<file path="src/rtl/m68k_bus_ctrl.sv">
// Clock-enable, reset stretcher and bus-cycle sequencer for an fx68k-based 68000 core.
// Produces enPhi1/enPhi2, a held CPU reset, wait-stated DTACK, autovector VPA and a BERR watchdog.
module m68k_bus_ctrl #(
   parameter int CLK_DIV      = 2,
   parameter int RST_HOLD     = 16,
   parameter int DTACK_WAIT   = 0,
   parameter int AUTOVEC      = 1,
   parameter int BERR_TIMEOUT = 64
) (
   input  logic        clk,
   input  logic        nRESET,
   output logic        en_phi1,
   output logic        en_phi2,
   output logic        cpu_reset,
   input  logic        nAS,
   input  logic [2:0]  FC,
   input  logic [22:0] ADDR,
   input  logic        nDTACK_ext,
   output logic        nDTACK_cpu,
   output logic        nVPA,
   output logic        nBERR,
   output logic        iack_strobe,
   output logic [2:0]  iack_level,
   output logic        berr_strobe
);

   localparam int CW = (CLK_DIV > 2) ? $clog2(CLK_DIV) : 1;
   localparam int RW = (RST_HOLD > 1) ? $clog2(RST_HOLD) : 1;
   localparam int BW = (BERR_TIMEOUT > 0) ? $clog2(BERR_TIMEOUT + 1) : 1;

   typedef enum logic {S_IDLE, S_ACTIVE} bus_state_t;

   bus_state_t    state_q, state_d;
   logic [1:0]    rst_sync_q, rst_sync_d;
   logic [CW-1:0] cnt_q, cnt_d;
   logic [RW-1:0] rst_cnt_q, rst_cnt_d;
   logic          cpu_reset_q, cpu_reset_d;
   logic          iack_q, iack_d;
   logic          vpa_q, vpa_d;
   logic          berr_q, berr_d;
   logic [7:0]    wait_q, wait_d;
   logic [BW-1:0] wd_q, wd_d;
   logic          iack_strobe_q, iack_strobe_d;
   logic [2:0]    iack_level_q, iack_level_d;
   logic          berr_strobe_q, berr_strobe_d;

   logic run, active, is_iack, iack_blk, wait_met, dtack_on, vpa_on, berr_on, term;
   logic addr_unused;

   assign addr_unused = ^{ADDR[22:20], ADDR[15:4], ADDR[0]};

   assign run      = rst_sync_q[1];
   assign en_phi2  = run && (cnt_q == CW'(CLK_DIV/2 - 1));
   assign en_phi1  = run && (cnt_q == CW'(CLK_DIV - 1));
   assign active   = (state_q == S_ACTIVE);
   assign is_iack  = (FC == 3'b111) && (ADDR[19:16] == 4'hF);
   assign iack_blk = (AUTOVEC != 0) && iack_q;
   assign wait_met = int'(wait_q) >= DTACK_WAIT;

   // Terminations are qualified by nAS so they drop in the same clk the strobe rises.
   assign dtack_on = active && !nAS && !iack_blk && wait_met && !nDTACK_ext;
   assign vpa_on   = active && !nAS && vpa_q;
   assign berr_on  = active && !nAS && berr_q;
   assign term     = dtack_on || vpa_on || berr_on;

   assign nDTACK_cpu  = !dtack_on;
   assign nVPA        = !vpa_on;
   assign nBERR       = !berr_on;
   assign cpu_reset   = cpu_reset_q;
   assign iack_strobe = iack_strobe_q;
   assign iack_level  = iack_level_q;
   assign berr_strobe = berr_strobe_q;

   always_comb begin
      state_d       = state_q;
      rst_sync_d    = {rst_sync_q[0], 1'b1};
      cnt_d         = cnt_q;
      rst_cnt_d     = rst_cnt_q;
      cpu_reset_d   = cpu_reset_q;
      iack_d        = iack_q;
      vpa_d         = vpa_q;
      berr_d        = berr_q;
      wait_d        = wait_q;
      wd_d          = wd_q;
      iack_strobe_d = 1'b0;
      iack_level_d  = iack_level_q;
      berr_strobe_d = 1'b0;

      if (run) begin
         cnt_d = (cnt_q == CW'(CLK_DIV - 1)) ? '0 : cnt_q + CW'(1);
      end

      if (en_phi2 && cpu_reset_q) begin
         if (rst_cnt_q == RW'(RST_HOLD - 1)) begin
            cpu_reset_d = 1'b0;
         end else begin
            rst_cnt_d = rst_cnt_q + RW'(1);
         end
      end

      case (state_q)
         S_IDLE: begin
            if (en_phi2 && !nAS) begin
               state_d = S_ACTIVE;
               wait_d  = '0;
               wd_d    = '0;
               vpa_d   = 1'b0;
               berr_d  = 1'b0;
               iack_d  = is_iack;
               if (is_iack) begin
                  iack_strobe_d = 1'b1;
                  iack_level_d  = ADDR[3:1];
               end
            end
         end
         S_ACTIVE: begin
            if (nAS) begin
               state_d = S_IDLE;
               wait_d  = '0;
               wd_d    = '0;
               iack_d  = 1'b0;
               vpa_d   = 1'b0;
               berr_d  = 1'b0;
            end else if (en_phi2) begin
               if (wait_q != '1) begin
                  wait_d = wait_q + 8'd1;
               end
               if (iack_blk) begin
                  vpa_d = 1'b1;
               end
               // A termination seen on the timeout edge suppresses the BERR.
               if ((BERR_TIMEOUT != 0) && !term) begin
                  wd_d = wd_q + BW'(1);
                  if (wd_q == BW'(BERR_TIMEOUT - 1)) begin
                     berr_d        = 1'b1;
                     berr_strobe_d = 1'b1;
                  end
               end
            end
         end
         default: state_d = S_IDLE;
      endcase
   end

   always_ff @(posedge clk or negedge nRESET) begin
      if (!nRESET) begin
         state_q       <= S_IDLE;
         rst_sync_q    <= '0;
         cnt_q         <= '0;
         rst_cnt_q     <= '0;
         cpu_reset_q   <= 1'b1;
         iack_q        <= 1'b0;
         vpa_q         <= 1'b0;
         berr_q        <= 1'b0;
         wait_q        <= '0;
         wd_q          <= '0;
         iack_strobe_q <= 1'b0;
         iack_level_q  <= '0;
         berr_strobe_q <= 1'b0;
      end else begin
         state_q       <= state_d;
         rst_sync_q    <= rst_sync_d;
         cnt_q         <= cnt_d;
         rst_cnt_q     <= rst_cnt_d;
         cpu_reset_q   <= cpu_reset_d;
         iack_q        <= iack_d;
         vpa_q         <= vpa_d;
         berr_q        <= berr_d;
         wait_q        <= wait_d;
         wd_q          <= wd_d;
         iack_strobe_q <= iack_strobe_d;
         iack_level_q  <= iack_level_d;
         berr_strobe_q <= berr_strobe_d;
      end
   end

endmodule

</file>
<file path="config.mk">
export PLATFORM = sky130hd
export DESIGN_NAME = m68k_bus_ctrl
export DESIGN_NICKNAME = d
export VERILOG_FILES = /design/src/rtl/m68k_bus_ctrl.sv
export SDC_FILE = /design/constraint.sdc
export NUM_CORES = 1
export LEC_CHECK = 0
export CELL_PAD_IN_SITES_DETAIL_PLACEMENT = 1
export CELL_PAD_IN_SITES_GLOBAL_PLACEMENT = 1
export CORE_ASPECT_RATIO = 0.6
export CORE_MARGIN = 2
export CORE_UTILIZATION = 35
export CTS_BUF_LIST = sky130_fd_sc_hd__clkbuf_2 sky130_fd_sc_hd__clkbuf_4 sky130_fd_sc_hd__clkbuf_8
export CTS_CLUSTER_DIAMETER = 80
export DETAILED_ROUTE_END_ITERATION = 7
export PLACE_DENSITY_LB_ADDON = 0.1
export SLEW_MARGIN = 20
export SYNTH_ARGS = -nofsm -noshare
export SYNTH_HDL_FRONTEND = slang
export SYNTH_SLANG_ARGS = --single-unit
</file>
<file path="constraint.sdc">
create_clock -name clk -period 2.6 [get_ports clk]
set_clock_uncertainty 0.15 [all_clocks]
set_input_delay 0.52 -clock clk [delete_from_list [all_inputs] [get_ports clk]]
set_output_delay 0.52 -clock clk [all_outputs]
set_load 0.05 [all_outputs]
</file>
-- After elaboration in Yosys (flattened, before gate mapping)
Cells that the tools add are included.
- bits of input ports: 30
- flip-flop bits (word level): 24
- logic and storage cells: 83
- bits in writable memories: 0
- memories kept: 0
- latch bits: 0
- output and inout bits: 11
- bits in read-only memories: 0
- multiplexer cells: 30
- shifts and indexed selects: 0
- div/mod/pow operators: 0
- $lt $le $gt $ge: 0
- reduce and logical (&&, ||, !) cells: 25
- multipliers: 0
- add/sub/neg operators: 3
- bitwise operators: 3
- equal/unequal tests: 10
- operator list (operator ; count):
    $mux 7 ; 4
    $mux 1 ; 21
    $pmux 7 s2 ; 1
    $logic_and 1x1->1 ; 10
    $reduce_and 3->1 ; 3
    $eq 4x4->1 const B ; 2
    $pmux 1 s2 ; 4
    $add 7x1->7 const B ; 1
    $eq 7x6->1 const B ; 1
    $logic_not 1->1 ; 6
    $ne 3x2->1 const B ; 2
    $ne 3x3->1 const B ; 2
    $reduce_and 2->1 ; 3
    $add 4x1->4 const B ; 1
    $ne 2x2->1 const B ; 2
    $reduce_and 4->1 ; 1
    $eq 3x3->1 const B ; 1
    $not 1->1 ; 3
    $logic_or 1x1->1 ; 2
    $add 1x1->1 const B ; 1

-- Depth between registers and ports, before layout
- word-level depth: 10
- gate-level depth with buffers: 6
- mapped depth without buffers: 5

-- Worst setup path after synthesis
OpenSTA, ideal clock, no wires.
- path type: flip-flop to flip-flop
- start point: reg rst_sync_q[1]
- end point: reg rst_cnt_q[1]
- slack: 0.663 ns
- clock period less this slack: 1.937 ns
- stages on the path, launching flop included: 6
- arrival: 1.662 ns
- data required time: 2.325 ns
- library setup time: 0.125 ns
- path buffers: 1
- cells stage by stage: dfrtp_1 -> nand2b_1 -> buf_6 -> clkinv_1 -> and3_1 -> mux2_2
- cells in the longest elaborated chain, start to end: 3
- RTL lines (what ; line ; text):
    start, declared ; 34 ; logic [1:0] rst_sync_q, rst_sync_d;
    start signal, assigned ; 162 ; rst_sync_q <= rst_sync_d;
    $logic_and 1x1->1 ; 53 ; assign en_phi2 = run && (cnt_q == CW'(CLK_DIV/2 - 1));
    named net en_phi2 ; 13 ; output logic en_phi2,
    $logic_and 1x1->1 ; 93 ; if (en_phi2 && cpu_reset_q) begin
    $reduce_and 2->1 (no source line) ; - ;
    end signal, assigned ; 164 ; rst_cnt_q <= rst_cnt_d;
    end, declared ; 36 ; logic [RW-1:0] rst_cnt_q, rst_cnt_d;
The timed path passes the listed nets, and every way through them passes these cells.
A chain may end at the register's enable or synchronous reset.

-- Worst setup path after layout
- start point: in nAS
- end point: out nVPA
- cells in the longest elaborated chain, start to end: 4
- RTL lines (what ; line ; text):
    start, declared ; 15 ; input logic nAS,
    $logic_not 1->1 ; 62 ; assign vpa_on = active && !nAS && vpa_q;
    $logic_and 1x1->1 (2 in series) ; 62 ;
    $logic_not 1->1 ; 67 ; assign nVPA = !vpa_on;
    end, declared ; 20 ; output logic nVPA,
Every way passes these cells.

==> impl_metrics.env <==
export IMPL_status="finished, final reports clean"
export IMPL_vias=1001
export IMPL_setup_violations=0
export IMPL_grt_pass1_wl_um=5150
export IMPL_numPortBuffers=24
export IMPL_initial_utilization_pct=36.7
export IMPL_startpoint_type="input port"
export IMPL_grt_max_degree=25
export IMPL_multi_input_area_um2=557
export IMPL_row_count=16
export IMPL_rsz0062_at_grt="false"
export IMPL_finalNonFillerCells=186
export IMPL_post_route_period_util_pct=95.9
export IMPL_grt_pass1_vias=1037
export IMPL_place_inst=182
export IMPL_nets=174
export IMPL_grt_usage_pct=17.0
export IMPL_grt_ovfl_total=0
export IMPL_ioPinCount=41
export IMPL_maxCapViolCount=0
export IMPL_pre_cts_ws_ns=0.136
export IMPL_cts_hold_buf=0
export IMPL_syn_area_um2=1200
export IMPL_end_kind="output port"
export IMPL_fmax_mhz=401
export IMPL_ys_warn_count=0
export IMPL_fillers=371
export IMPL_tritoncts="done"
export IMPL_max_clock_path_buffers=2
export IMPL_layout_drive_gt1_share_pct=14.9
export IMPL_cp_data_arrival_time_ns=1.82
export IMPL_worstPathMaxFanout=7
export IMPL_finalHoldViolCount=0
export IMPL_antenna_found_initial=0
export IMPL_yosysUniqueCellTypes=37
export IMPL_crit_required_ns=1.93
export IMPL_die_area_um2=3920
export IMPL_synth_fp_nets=146
export IMPL_clkLatencyLatePin_ns=0.27
export IMPL_setup_slack_ns=0.107
export IMPL_drt_pass1_iter_count=4
export IMPL_dpl_instance_area_um2=1480
export IMPL_post_cts_resized=0
export IMPL_drt_total_wl_um=2950
export IMPL_core_um2=3260
export IMPL_drt_initial_drc_count=63
export IMPL_num_antenna_cells=0
export IMPL_path_clk_slew_ns=0.08
export IMPL_p_leak_nw=0.632
export IMPL_htreeDepth=1
export IMPL_dieWidth_um=79.5
export IMPL_layout_area_seq_um2=602
export IMPL_min_period_ns=2.49
export IMPL_cts_sinks=24
export IMPL_maxSlewViolCount=0
export IMPL_drc=0
export IMPL_hold_class="reg2reg"
export IMPL_drtAntennaViolNets=0
export IMPL_cts_root_buf="clkbuf_8"
export IMPL_numCtsBuffers=3
export IMPL_syn_inst=114
export IMPL_ys_seq_elements=24
export IMPL_wl_per_cell_um=15.8
export IMPL_hpwl_um=2250
export IMPL_synth_area_per_cell_um2=10.5
export IMPL_fin_area_um2=1530
export IMPL_fin_tns_setup_ns=0
export IMPL_max_slew_margin_rel_pct=53.0
export IMPL_crit_type="in2out"
export IMPL_die_h_um=49.3
export IMPL_cts_setup_buffers=0
export IMPL_ys_seq_area_share_pct=50.3
export IMPL_avgViaCountPerCell=5.38
export IMPL_worst_slew_pin_slew_ns=0.698
export IMPL_syn2layout_area_growth_pct=28.0
export IMPL_ir_worst_vdd_mv=0.457
export IMPL_p_per_area_nw_per_um2=552
export IMPL_gp_congestion=0.784
-- per-layer routing --
layer	part of all wire (%)	vias up	track usage [%]
met1	48	504	23.3
li1	-	472	-
met5	0	-	0
met3	5.2	5	4.07
met2	46	20	26.5
met4	0.64	0	5.75
-- cell usage after synthesis, drive strengths merged --
master	number	share of area, %
xor2	2	1.5
conb	1	0.31
nor3	3	2.2
o311ai	3	2.2
nor2	5	1.6
nand4	2	1.0
nand3	7	2.9
dfrtp	23	48
a21oi	6	2.5
o211ai	7	4.4
nand2b	2	1.0
inv	3	0.94
a31o	1	0.73
nand4bb	1	1.4
ha	2	2.1
clkinv	1	0.31
nand4b	1	0.73
clkbuf	3	0.94
dfstp	1	2.2
or4b	1	0.84
o221ai	1	0.73
or3	2	1.5
nand3b	1	0.63
xnor2	2	1.5
buf	1	0.94
nand2	13	4.1
nor2b	2	1.0
or4	5	3.5
nor3b	3	1.9
o21ai	1	0.42
and3	2	1.0
mux2	4	3.8
o21a	1	0.63
and2	1	0.52
-- stage by stage --
step / utilization (%) / power, mW / hold WS [ns]
floorplan: - / 0.543 / 0.0744
global placement: 45.4 / 0.614 / 0.188
detailed placement: 45.4 / 0.617 / 0.209
CTS: 46.9 / 0.858 / 0.228
global route: 46.9 / 0.897 / 0.241
finish: 46.9 / 0.845 / 0.223
-- sequential cells by signal, indices dropped and copies added, names as in the netlist --
signal and flops:
vpa_q 1, berr_q 1, rst_sync_q 2, rst_cnt_q 4, iack_strobe 1, wd_q 7, iack_level 3, cpu_reset 1
active 1, cnt_q 1, berr_strobe 1, iack_blk 1
-- path summary, 6_finish.rpt --
check | startpoint | endpoint | slack [ns] | cells past startpoint
min | rst_sync_q[0]$_DFF_PN0_ | rst_sync_q[1]$_DFF_PN0_ | 0.22 | 0
max | nAS | nVPA | 0.11 | 4
max reg2reg | cnt_q$_DFFE_PN0P_ | iack_level[2]$_DFFE_PN0P_ | 0.57 | 4
min reg2reg | rst_sync_q[0]$_DFF_PN0_ | rst_sync_q[1]$_DFF_PN0_ | 0.22 | 0
max in group asynchronous | nRESET | cpu_reset$_DFFE_PN1P_ | 1.55 | 2
min in group asynchronous | nRESET | rst_cnt_q[3]$_DFFE_PN0P_ | 0.46 | 2
-- report_power, final --
group | switching [mW] | total [mW] | internal (mW)
logic | 0.125 | 0.198 | 0.0728
registers | 0.0190 | 0.410 | 0.391
clock network | 0.117 | 0.237 | 0.120
-- cell families (layout without fill, tap and decap cells) --
logic type / Yosys count / count (layout) / share of synthesized area (%)
flops: 24 / 24 / 50.3
buf+inv: 8 / 35 / 3.14
xor+xnor: 4 / 4 / 2.93
other cells: 1 / 1 / 0.314
fa+ha+maj: 2 / 2 / 2.09
simple gates: 51 / 51 / 25.8
compound gates: 20 / 20 / 11.6
mux: 4 / 4 / 3.77
-- cell usage in the layout, fill, tap and decap left out, types with 3 or more instances in the layout --
master,instances
nor2_1,5
dfrtp_1,23
buf_4,7
clkdlybuf4s50_1,20
nor3b_1,3
or4_1,4
clkbuf_8,3
inv_1,3
nand3_1,7
o211ai_1,7
o311ai_0,3
a21oi_1,6
nand2_1,13
mux2_2,4
-- critical path, stage by stage --
cell	delay, ns
clkdlybuf4s50_1	0.53
nor2b_1	0.45
nand2_1	0.11
buf_4	0.21
-- layout make-up --
type / count / area share (%)
clock buffers: 4 / 3.19
inverters: 4 / 0.980
multi-input cells: 82 / 36.4
flip-flops and latches: 24 / 39.3
well taps: 45 / 3.68
repair buffers: 27 / 16.5
Power figures use the tool's default switching activity.
